[src/rtl/sramwo_wbm.sv]
// ============================================================================
// Module   : sramwo_wbm
// Purpose  : Write-only SRAM port to Wishbone B4 pipelined initiator bridge.
// Revision : 1.0  initial release
// ============================================================================
`default_nettype none

module sramwo_wbm #(
    parameter int AW    = 6,
    parameter int DEPTH = 4
) (
    input  logic          clk_i,
    input  logic          rst_n_i,
    input  logic [AW-1:0] sram_addr_i,
    input  logic [31:0]   sram_data_i,
    input  logic          sram_wr_i,
    output logic          sram_full_o,
    output logic          ovf_o,
    output logic          err_o,
    input  logic          clr_i,
    output logic          busy_o,
    output logic          wb_cyc_o,
    output logic          wb_stb_o,
    output logic          wb_we_o,
    output logic [31:0]   wb_adr_o,
    output logic [31:0]   wb_dat_o,
    output logic [3:0]    wb_sel_o,
    input  logic          wb_ack_i,
    input  logic          wb_err_i,
    input  logic          wb_stall_i
);

    localparam int PW = $clog2(DEPTH);
    localparam int CW = $clog2(DEPTH + 1);
    localparam int EW = AW + 32;
    localparam logic [CW-1:0] C_DEPTH = CW'(DEPTH);

    typedef enum logic [1:0] {
        ST_IDLE   = 2'd0,
        ST_ACTIVE = 2'd1,
        ST_DRAIN  = 2'd2
    } state_t;

    logic [EW-1:0] mem_q [DEPTH];
    logic [EW-1:0] mem_d [DEPTH];
    logic [PW-1:0] wr_ptr_q, wr_ptr_d;
    logic [PW-1:0] rd_ptr_q, rd_ptr_d;
    logic [CW-1:0] count_q, count_d;
    logic [CW-1:0] outst_q, outst_d;
    state_t        state_q, state_d;
    logic          ovf_q, ovf_d;
    logic          err_q, err_d;

    logic          fifo_ne;
    logic          full;
    logic          stb;
    logic          push;
    logic          pop;
    logic          resp;
    logic          wr_drop;
    logic [EW-1:0] head;

    // Strobe depends only on registered state so it can never glitch off an input.
    always_comb begin
        fifo_ne = (count_q != '0);
        full    = (count_q == C_DEPTH);
        stb     = (state_q == ST_ACTIVE) && fifo_ne && (outst_q < C_DEPTH);
        push    = sram_wr_i && !full;
        wr_drop = sram_wr_i && full;
        pop     = stb && !wb_stall_i;
        resp    = (wb_ack_i || wb_err_i) && (outst_q != '0);
    end

    always_comb begin
        mem_d    = mem_q;
        wr_ptr_d = wr_ptr_q;
        rd_ptr_d = rd_ptr_q;
        count_d  = count_q;
        if (push) begin
            mem_d[wr_ptr_q] = {sram_addr_i, sram_data_i};
            wr_ptr_d        = wr_ptr_q + PW'(1);
        end
        if (pop) begin
            rd_ptr_d = rd_ptr_q + PW'(1);
        end
        case ({push, pop})
            2'b10:   count_d = count_q + CW'(1);
            2'b01:   count_d = count_q - CW'(1);
            default: count_d = count_q;
        endcase
    end

    always_comb begin
        outst_d = outst_q;
        case ({pop, resp})
            2'b10:   outst_d = outst_q + CW'(1);
            2'b01:   outst_d = outst_q - CW'(1);
            default: outst_d = outst_q;
        endcase
    end

    // A set in the same cycle as a clear wins.
    always_comb begin
        ovf_d = clr_i ? 1'b0 : ovf_q;
        err_d = clr_i ? 1'b0 : err_q;
        if (wr_drop) begin
            ovf_d = 1'b1;
        end
        if (wb_err_i && (outst_q != '0)) begin
            err_d = 1'b1;
        end
    end

    always_comb begin
        state_d = state_q;
        case (state_q)
            ST_IDLE: begin
                if (fifo_ne || push) begin
                    state_d = ST_ACTIVE;
                end
            end
            ST_ACTIVE: begin
                if (count_d == '0) begin
                    state_d = (outst_d != '0) ? ST_DRAIN : ST_IDLE;
                end
            end
            ST_DRAIN: begin
                if (count_d != '0) begin
                    state_d = ST_ACTIVE;
                end else if (outst_d == '0) begin
                    state_d = ST_IDLE;
                end
            end
            default: state_d = ST_IDLE;
        endcase
    end

    always_ff @(posedge clk_i or negedge rst_n_i) begin
        if (!rst_n_i) begin
            for (int i = 0; i < DEPTH; i++) begin
                mem_q[i] <= '0;
            end
            wr_ptr_q <= '0;
            rd_ptr_q <= '0;
            count_q  <= '0;
            outst_q  <= '0;
            state_q  <= ST_IDLE;
            ovf_q    <= 1'b0;
            err_q    <= 1'b0;
        end else begin
            mem_q    <= mem_d;
            wr_ptr_q <= wr_ptr_d;
            rd_ptr_q <= rd_ptr_d;
            count_q  <= count_d;
            outst_q  <= outst_d;
            state_q  <= state_d;
            ovf_q    <= ovf_d;
            err_q    <= err_d;
        end
    end

    assign head        = mem_q[rd_ptr_q];
    assign wb_cyc_o    = (state_q != ST_IDLE);
    assign wb_we_o     = wb_cyc_o;
    assign wb_stb_o    = stb;
    assign wb_adr_o    = 32'({head[EW-1:32], 2'b00});
    assign wb_dat_o    = head[31:0];
    assign wb_sel_o    = 4'hF;
    assign sram_full_o = full;
    assign ovf_o       = ovf_q;
    assign err_o       = err_q;
    assign busy_o      = fifo_ne || (outst_q != '0);

endmodule

`default_nettype wire

[config.mk]
export PLATFORM = sky130hd
export DESIGN_NAME = sramwo_wbm
export DESIGN_NICKNAME = d
export VERILOG_FILES = /design/src/rtl/sramwo_wbm.sv
export SDC_FILE = /design/constraint.sdc
export NUM_CORES = 1
export LEC_CHECK = 0
export CORE_ASPECT_RATIO = 0.75
export CORE_MARGIN = 2
export CORE_UTILIZATION = 35
export CTS_CLUSTER_SIZE = 10
export DETAILED_ROUTE_END_ITERATION = 12
export PLACE_DENSITY = 0.56
export REMOVE_ABC_BUFFERS = 1
export SLEW_MARGIN = 10
export SYNTH_ARGS = -nofsm -noshare
export SYNTH_HDL_FRONTEND = slang
export SYNTH_SLANG_ARGS = --single-unit
[constraint.sdc]
create_clock -name clk_i -period 6.71 [get_ports clk_i]
set_clock_uncertainty 0.1 [all_clocks]
set_input_delay 1.0065 -clock clk_i [delete_from_list [all_inputs] [get_ports clk_i]]
set_output_delay 1.0065 -clock clk_i [all_outputs]
set_load 0.005 [all_outputs]
==> results of run 1 <==
-- cell type report --
class,count,area [µm²],area share
clock buffer,19,453,0.0474
clock inverter,13,170,0.0178
inverter,13,48.8,0.00510
multi-input combinational,278,3450,0.361
sequential,166,4160,0.435
tap,300,375,0.0392
timing repair buffer,91,907,0.0948
-- registers in the layout, summed over array words and instances (netlist names) --
register	count
state_q	2
count_q	3
outst_q	3
err_o	1
rd_ptr_q	2
wr_ptr_q	2
mem_q	152
ovf_o	1
-- critical path, stage by stage, from the launching register on --
cell and delay, ns:
dfrtp_4 1.04, mux4_2 0.65, clkdlybuf4s50_1 0.48
-- kinds of logic (layout without fill, tap and decap cells) --
kind of cell / count (synthesis) / after routing / synth area share
AO/OA/AOI/OAI: 8 / 8 / 0.00710
buffers and inverters: 71 / 136 / 0.0750
XOR/XNOR: 9 / 9 / 0.00972
AND/OR/NAND/NOR: 32 / 32 / 0.0259
adder cells (fa/ha/maj): 8 / 8 / 0.0142
other: 2 / 30 / 0.000926
flip-flops: 166 / 166 / 0.512
multiplexers: 191 / 191 / 0.355
-- how the worst max path moves through the flow --
| stage | to | cells past startpoint | from | slack, ns |
|---|---|---|---|---|
| 3_3_place_gp | state_q[1]$_DFFE_PN0P_ | 8 | sram_wr_i | 3.03 |
| 3_5_place_dp | state_q[1]$_DFFE_PN0P_ | 8 | sram_wr_i | 2.91 |
| 5_1_grt | wb_dat_o[4] | 2 | rd_ptr_q[0]$_DFFE_PN0P_ | 2.85 |
| 6_report | wb_dat_o[7] | 2 | rd_ptr_q[0]$_DFFE_PN0P_ | 3.00 |
| 2_1_floorplan | wb_adr_o[2] | 1 | rd_ptr_q[0]$_DFFE_PN0P_ | 3.31 |
| 4_1_cts | wb_dat_o[4] | 2 | rd_ptr_q[0]$_DFFE_PN0P_ | 2.93 |
-- Yosys cell counts (all sizes together) --
cell type  instances  area share
nand2             11      0.0088
buf               54       0.067
a21oi              1     0.00062
or2                1     0.00077
nor4               1      0.0015
fa                 2      0.0049
nor3               5      0.0031
nor3b              3      0.0040
dfrtp            166        0.51
nand3b             1     0.00093
o22ai              1     0.00077
conb               2     0.00093
xnor2              4      0.0043
o21ai              2      0.0012
o32ai              1      0.0011
nand2b             2      0.0015
xor2               5      0.0054
o2111a             1      0.0014
inv               13      0.0060
clkbuf             4      0.0019
a22o               1      0.0011
ha                 6      0.0093
a22oi              1     0.00093
mux2i              1      0.0012
mux4              38        0.11
nor2b              2      0.0019
nor2               5      0.0023
or3b               1      0.0011
mux2             152        0.25
-- power by group through the flow --
stage | logic [mW] | clock network (mW) | registers (mW)
after floorplan | 1.46 | 0 | 1.79
after global placement | 2.24 | 0 | 1.85
after CTS | 2.30 | 1.06 | 1.89
after detailed placement | 2.29 | 0 | 1.90
after global routing | 2.42 | 1.11 | 1.96
final | 2.26 | 1.04 | 1.88
-- per-stage QoR --
| step | std cells | util | area, µm² |
|---|---|---|---|
| after floorplan | 457 | - | 7650 |
| after global placement | 848 | 0.391 | 8940 |
| after detailed placement | 848 | 0.391 | 8940 |
| after CTS | 880 | 0.418 | 9570 |
| after global routing | 880 | 0.418 | 9570 |
| final | 880 | 0.418 | 9570 |
-- per-layer routing --
layer	share of wire	wire, µm
met2	0.48	7880
met4	0.013	216
met5	0	0
met1	0.47	7740
met3	0.042	690
==> flow_summary.yaml, run 1 <==
yosys:
  synth_area_um2: 8110
  ys_ff_latch: 166
  post_synth_inst_count: 487
  ys_types: 36
  synth_area_per_cell_um2: 16.7
  yosysSeqAreaShare: 0.512
  synth_warnings: 0
cells_and_area:
  antennaDiodeCount: 0
  layout-drive-gt1-share: 0.407
  nNetsFinal: 620
  synthToLayoutAreaGrowth_pct: 18.0
  layout_common_cells: "164 x dfrtp_1, 88 x clkdlybuf4s50_1, 80 x mux2_4"
  final_common_cell: "dfrtp_1"
  fillers: 2016
detailed_routing:
  firstDrtPassIters: 4
  num_vias: 4201
  drt-total-wl_um: 16500
  wire_per_inst_um: 18.8
  avgViaCountPerCell: 4.77
  remaining_drc_errors: 0
  ant_nets: 0
  drtIter0Drc: 172
global_routing:
  busiest_layer: "met2"
  antenna_found_initial: 0
  met3_usage: 0.0447
  grt_pass1_vias: 4741
  met2_usage: 0.231
  grt.total_usage: 0.145
  grt.overflow.total: 0
  gr-usage-met1: 0.192
  grt_max_degree: 108
  grt_pass1_wl_um: 27000
critical_path:
  worstSetupStartpointType: "flop"
  r2r_slack_ns: 3.84
  worstPathArrival_ns: 2.60
  cp.required_ns: 5.60
  r2r_end: "state_q[1]$_DFFE_PN0P_"
  r2r-start: "count_q[2]$_DFF_PN0_"
  r2r_cells: 8
  endpoint_kind: "output port"
  crit_type: "reg -> out"
  worstPathMaxFanout: 40
clock_network:
  cts.sinks: 166
  cts-buffers-inserted: 17
  cts_tree: "built"
  cts_root_buffer: "clkbuf_16"
  post_cts_buffers: 0
  cts.path.max_buffers: 2
  cts_hold_buf: 0
  clk_pin_slew_ns: 0.06
  cts-resized-gates: 0
  htreeDepth: 4
  clock_latency_ns: 0.44
timing:
  fmax_mhz: 270
  slew_violations: 0
  fin_ws_ns: 3.00
  setup_tns_ns: 0
  slew_headroom: 0.335
  hold_viol_final: 0
  finalSetupViolCount: 0
  worst_slew_pin_slew_ns: 0.998
  min_period_ns: 3.71
  holdWs_ns: 0.400
  rsz0062_at_grt: "false"
  post-route-period-util: 0.553
floorplan:
  rows: 48
  core-area_um2: 22900
  die_h_um: 136
  ios: 120
  die_x_um: 180
  die-area_um2: 24400
  initial_core_util: 0.354
power_and_ir_drop:
  power_frac_seq: 0.363
  leakage_nw: 4.29
  clockPowerShare: 0.200
  p_comb_frac: 0.436
  internal_power_mw: 3.65
  swShare: 0.294
  ir_worst_vdd_uv: 275
  p_per_area_nw_per_um2: 541
  finalPower_mw: 5.17
  p_sw_mw: 1.52
place:
  portBuffers: 89
  pre_cts_slack_ns: 2.91
  place_congestion: 0.707
  dp_hpwl_um: 9770
min_path:
  hold_end: "mem_q[16]$_DFFE_PN0P_"
  hp-start: "mem_q[16]$_DFFE_PN0P_"
  holdCritPathClass: "reg -> reg"
  hold_depth: 1
status:
  outcome: "finished clean"
flow_run:
  drv_cap: 0
(Power assumes the default switching activity.)
==> inputs of run 2 (changes only) <==
--- a/config.mk
+++ b/config.mk
@@ -10,7 +10,7 @@
 export CORE_UTILIZATION = 35
 export CTS_CLUSTER_SIZE = 10
 export DETAILED_ROUTE_END_ITERATION = 12
-export PLACE_DENSITY = 0.56
+export PLACE_DENSITY = 0.58
 export REMOVE_ABC_BUFFERS = 1
 export SLEW_MARGIN = 10
 export SYNTH_ARGS = -nofsm -noshare
==> constraint.sdc (replaced) <==
create_clock -name clk_i -period 3.2 [get_ports clk_i]
set_clock_uncertainty 0.1 [all_clocks]
set_input_delay 0.48 -clock clk_i [delete_from_list [all_inputs] [get_ports clk_i]]
set_output_delay 0.48 -clock clk_i [all_outputs]
set_load 0.005 [all_outputs]
==> run 2 against run 1 <==
Die area is the same. Flip-flop and latch count unchanged. Routed wire length is 0.97% higher. Largest power group unchanged. Highest routed layer unchanged.
==> flow_summary.yaml, run 2 (synthesis gave the netlist of run 1 again) <==
critical_path:
  cp_slowest_cell: "mux4_2"
  cp_top_family: "buffers and inverters"
  crit_type: "reg -> out"
  path_cells: "buf_4 > mux4_2 > clkdlybuf4s50_1"
  worstPathArrival_ns: 2.30
  max_stage_delay_ns: 0.56
  r2r_slack_ns: 0.59
  cp.required_ns: 2.62
  worstSetupStartpointType: "flop"
  worstPathMaxFanout: 21
  endpoint_kind: "output port"
  cp.buffers_inverters: 2
clock_network:
  clk_pin_slew_ns: 0.07
  cts_root_buffer: "clkbuf_16"
  cts_tree: "built"
  cts.sinks: 166
  htreeDepth: 4
  cts.path.max_buffers: 2
  cts-buffers-inserted: 17
  cts-resized-gates: 0
  clock_latency_ns: 0.42
timing:
  fmax_mhz: 347
  finalSetupViolCount: 0
  holdWs_ns: 0.403
  min_period_ns: 2.88
  setup_tns_ns: 0
  slew_headroom: 0.542
  hold_viol_final: 0
  post-route-period-util: 0.900
  fin_ws_ns: 0.320
  rsz0062_at_grt: "false"
  worst_slew_pin_slew_ns: 0.686
  slew_violations: 0
power_and_ir_drop:
  internal_power_mw: 7.59
  leakage_nw: 4.34
  p_sw_mw: 3.21
  swShare: 0.297
  finalPower_mw: 10.8
  p_per_area_nw_per_um2: 1120
  clockPowerShare: 0.188
  p_comb_frac: 0.462
  power_frac_seq: 0.350
  ir_worst_vdd_uv: 486
global_routing:
  grt_pass1_wl_um: 26700
  grt.total_usage: 0.143
  antenna_found_initial: 0
  grt.overflow.total: 0
  grt_pass1_vias: 4731
  grt_max_degree: 74
detailed_routing:
  remaining_drc_errors: 0
  firstDrtPassIters: 4
  dr_wl_met2_um: 7680
  ant_nets: 0
  wire_per_inst_um: 18.8
  top_layer_used: "met4"
  drtIter0Drc: 205
  drt-total-wl_um: 16700
  m1WireLength_um: 8200
  avgViaCountPerCell: 4.71
  num_vias: 4189
  wl_met3_um: 649
min_path:
  holdCritPathClass: "reg -> reg"
flow_run:
  drv_cap: 0
place:
  place_congestion: 0.672
  portBuffers: 89
  dp_hpwl_um: 10600
  postPlaceCellArea_um2: 9080
  pre_cts_slack_ns: 0.308
  post-place-cells: 858
cells_and_area:
  antennaDiodeCount: 0
  layout.cells.non_filler: 890
  layout-drive-gt1-share: 0.415
  synthToLayoutAreaGrowth_pct: 19.2
  layout_common_cells: "164 x dfrtp_1, 88 x clkdlybuf4s50_1, 80 x mux2_4"
  top_register: "mem_q"
  reg.largest.list: "mem_q: 152 flops, count_q: 3 flops, outst_q: 3 flops"
  fin_area_um2: 9670
  largest_reg_flops: 152
  nNetsFinal: 631
  final_common_cell: "dfrtp_1"
  fin_util: 0.422
status:
  outcome: "finished clean"
floorplan:
  die_h_um: 136
  die_x_um: 180
  die-area_um2: 24400
  ios: 120
  core-area_um2: 22900
  initial_core_util: 0.354
  rows: 48
==> run 2: timing repair <==
action,CTS,global route
buffers inserted,0,0
hold endpoints to repair,26,0
hold buffers,1,0
==> run 2: routing by layer <==
metal | track usage | vias up
li1 | - | 1866
met1 | 0.199 | 2224
met2 | 0.220 | 84
met3 | 0.0396 | 15
met4 | 0.0379 | 0
met5 | 0 | -
==> run 2: worst paths after layout <==
| kind | end | start | cells past startpoint |
|---|---|---|---|
| min in group asynchronous | mem_q[132]$_DFFE_PN0P_ | rst_n_i | 2 |
| max in group asynchronous | rd_ptr_q[1]$_DFFE_PN0P_ | rst_n_i | 3 |
| setup / recovery | wb_dat_o[28] | rd_ptr_q[0]$_DFFE_PN0P_ | 3 |
| setup reg to reg | state_q[1]$_DFFE_PN0P_ | count_q[2]$_DFF_PN0_ | 11 |
| hold reg to reg | mem_q[124]$_DFFE_PN0P_ | mem_q[124]$_DFFE_PN0P_ | 1 |
| hold / removal | mem_q[124]$_DFFE_PN0P_ | mem_q[124]$_DFFE_PN0P_ | 1 |
==> run 2: layout make-up <==
type                       instances  area [µm²]
fill                            2044       13200
sequential                       166        4160
multi-input combinational        278        3450
timing repair buffer             102        1050
clock buffer                      17         425
tap                              300         375
clock inverter                    14         153
inverter                          13        48.8
==> run 2: power by group through the flow <==
| stage | logic [mW] | registers, mW | clock network, mW |
|---|---|---|---|
| 5_1_grt | 5.33 | 3.92 | 2.19 |
| 4_1_cts | 5.09 | 3.78 | 2.09 |
| 6_report | 4.98 | 3.78 | 2.03 |
| 3_3_place_gp | 4.97 | 3.71 | 0 |
| 3_5_place_dp | 5.06 | 3.81 | 0 |
| 2_1_floorplan | 3.07 | 3.75 | 0 |
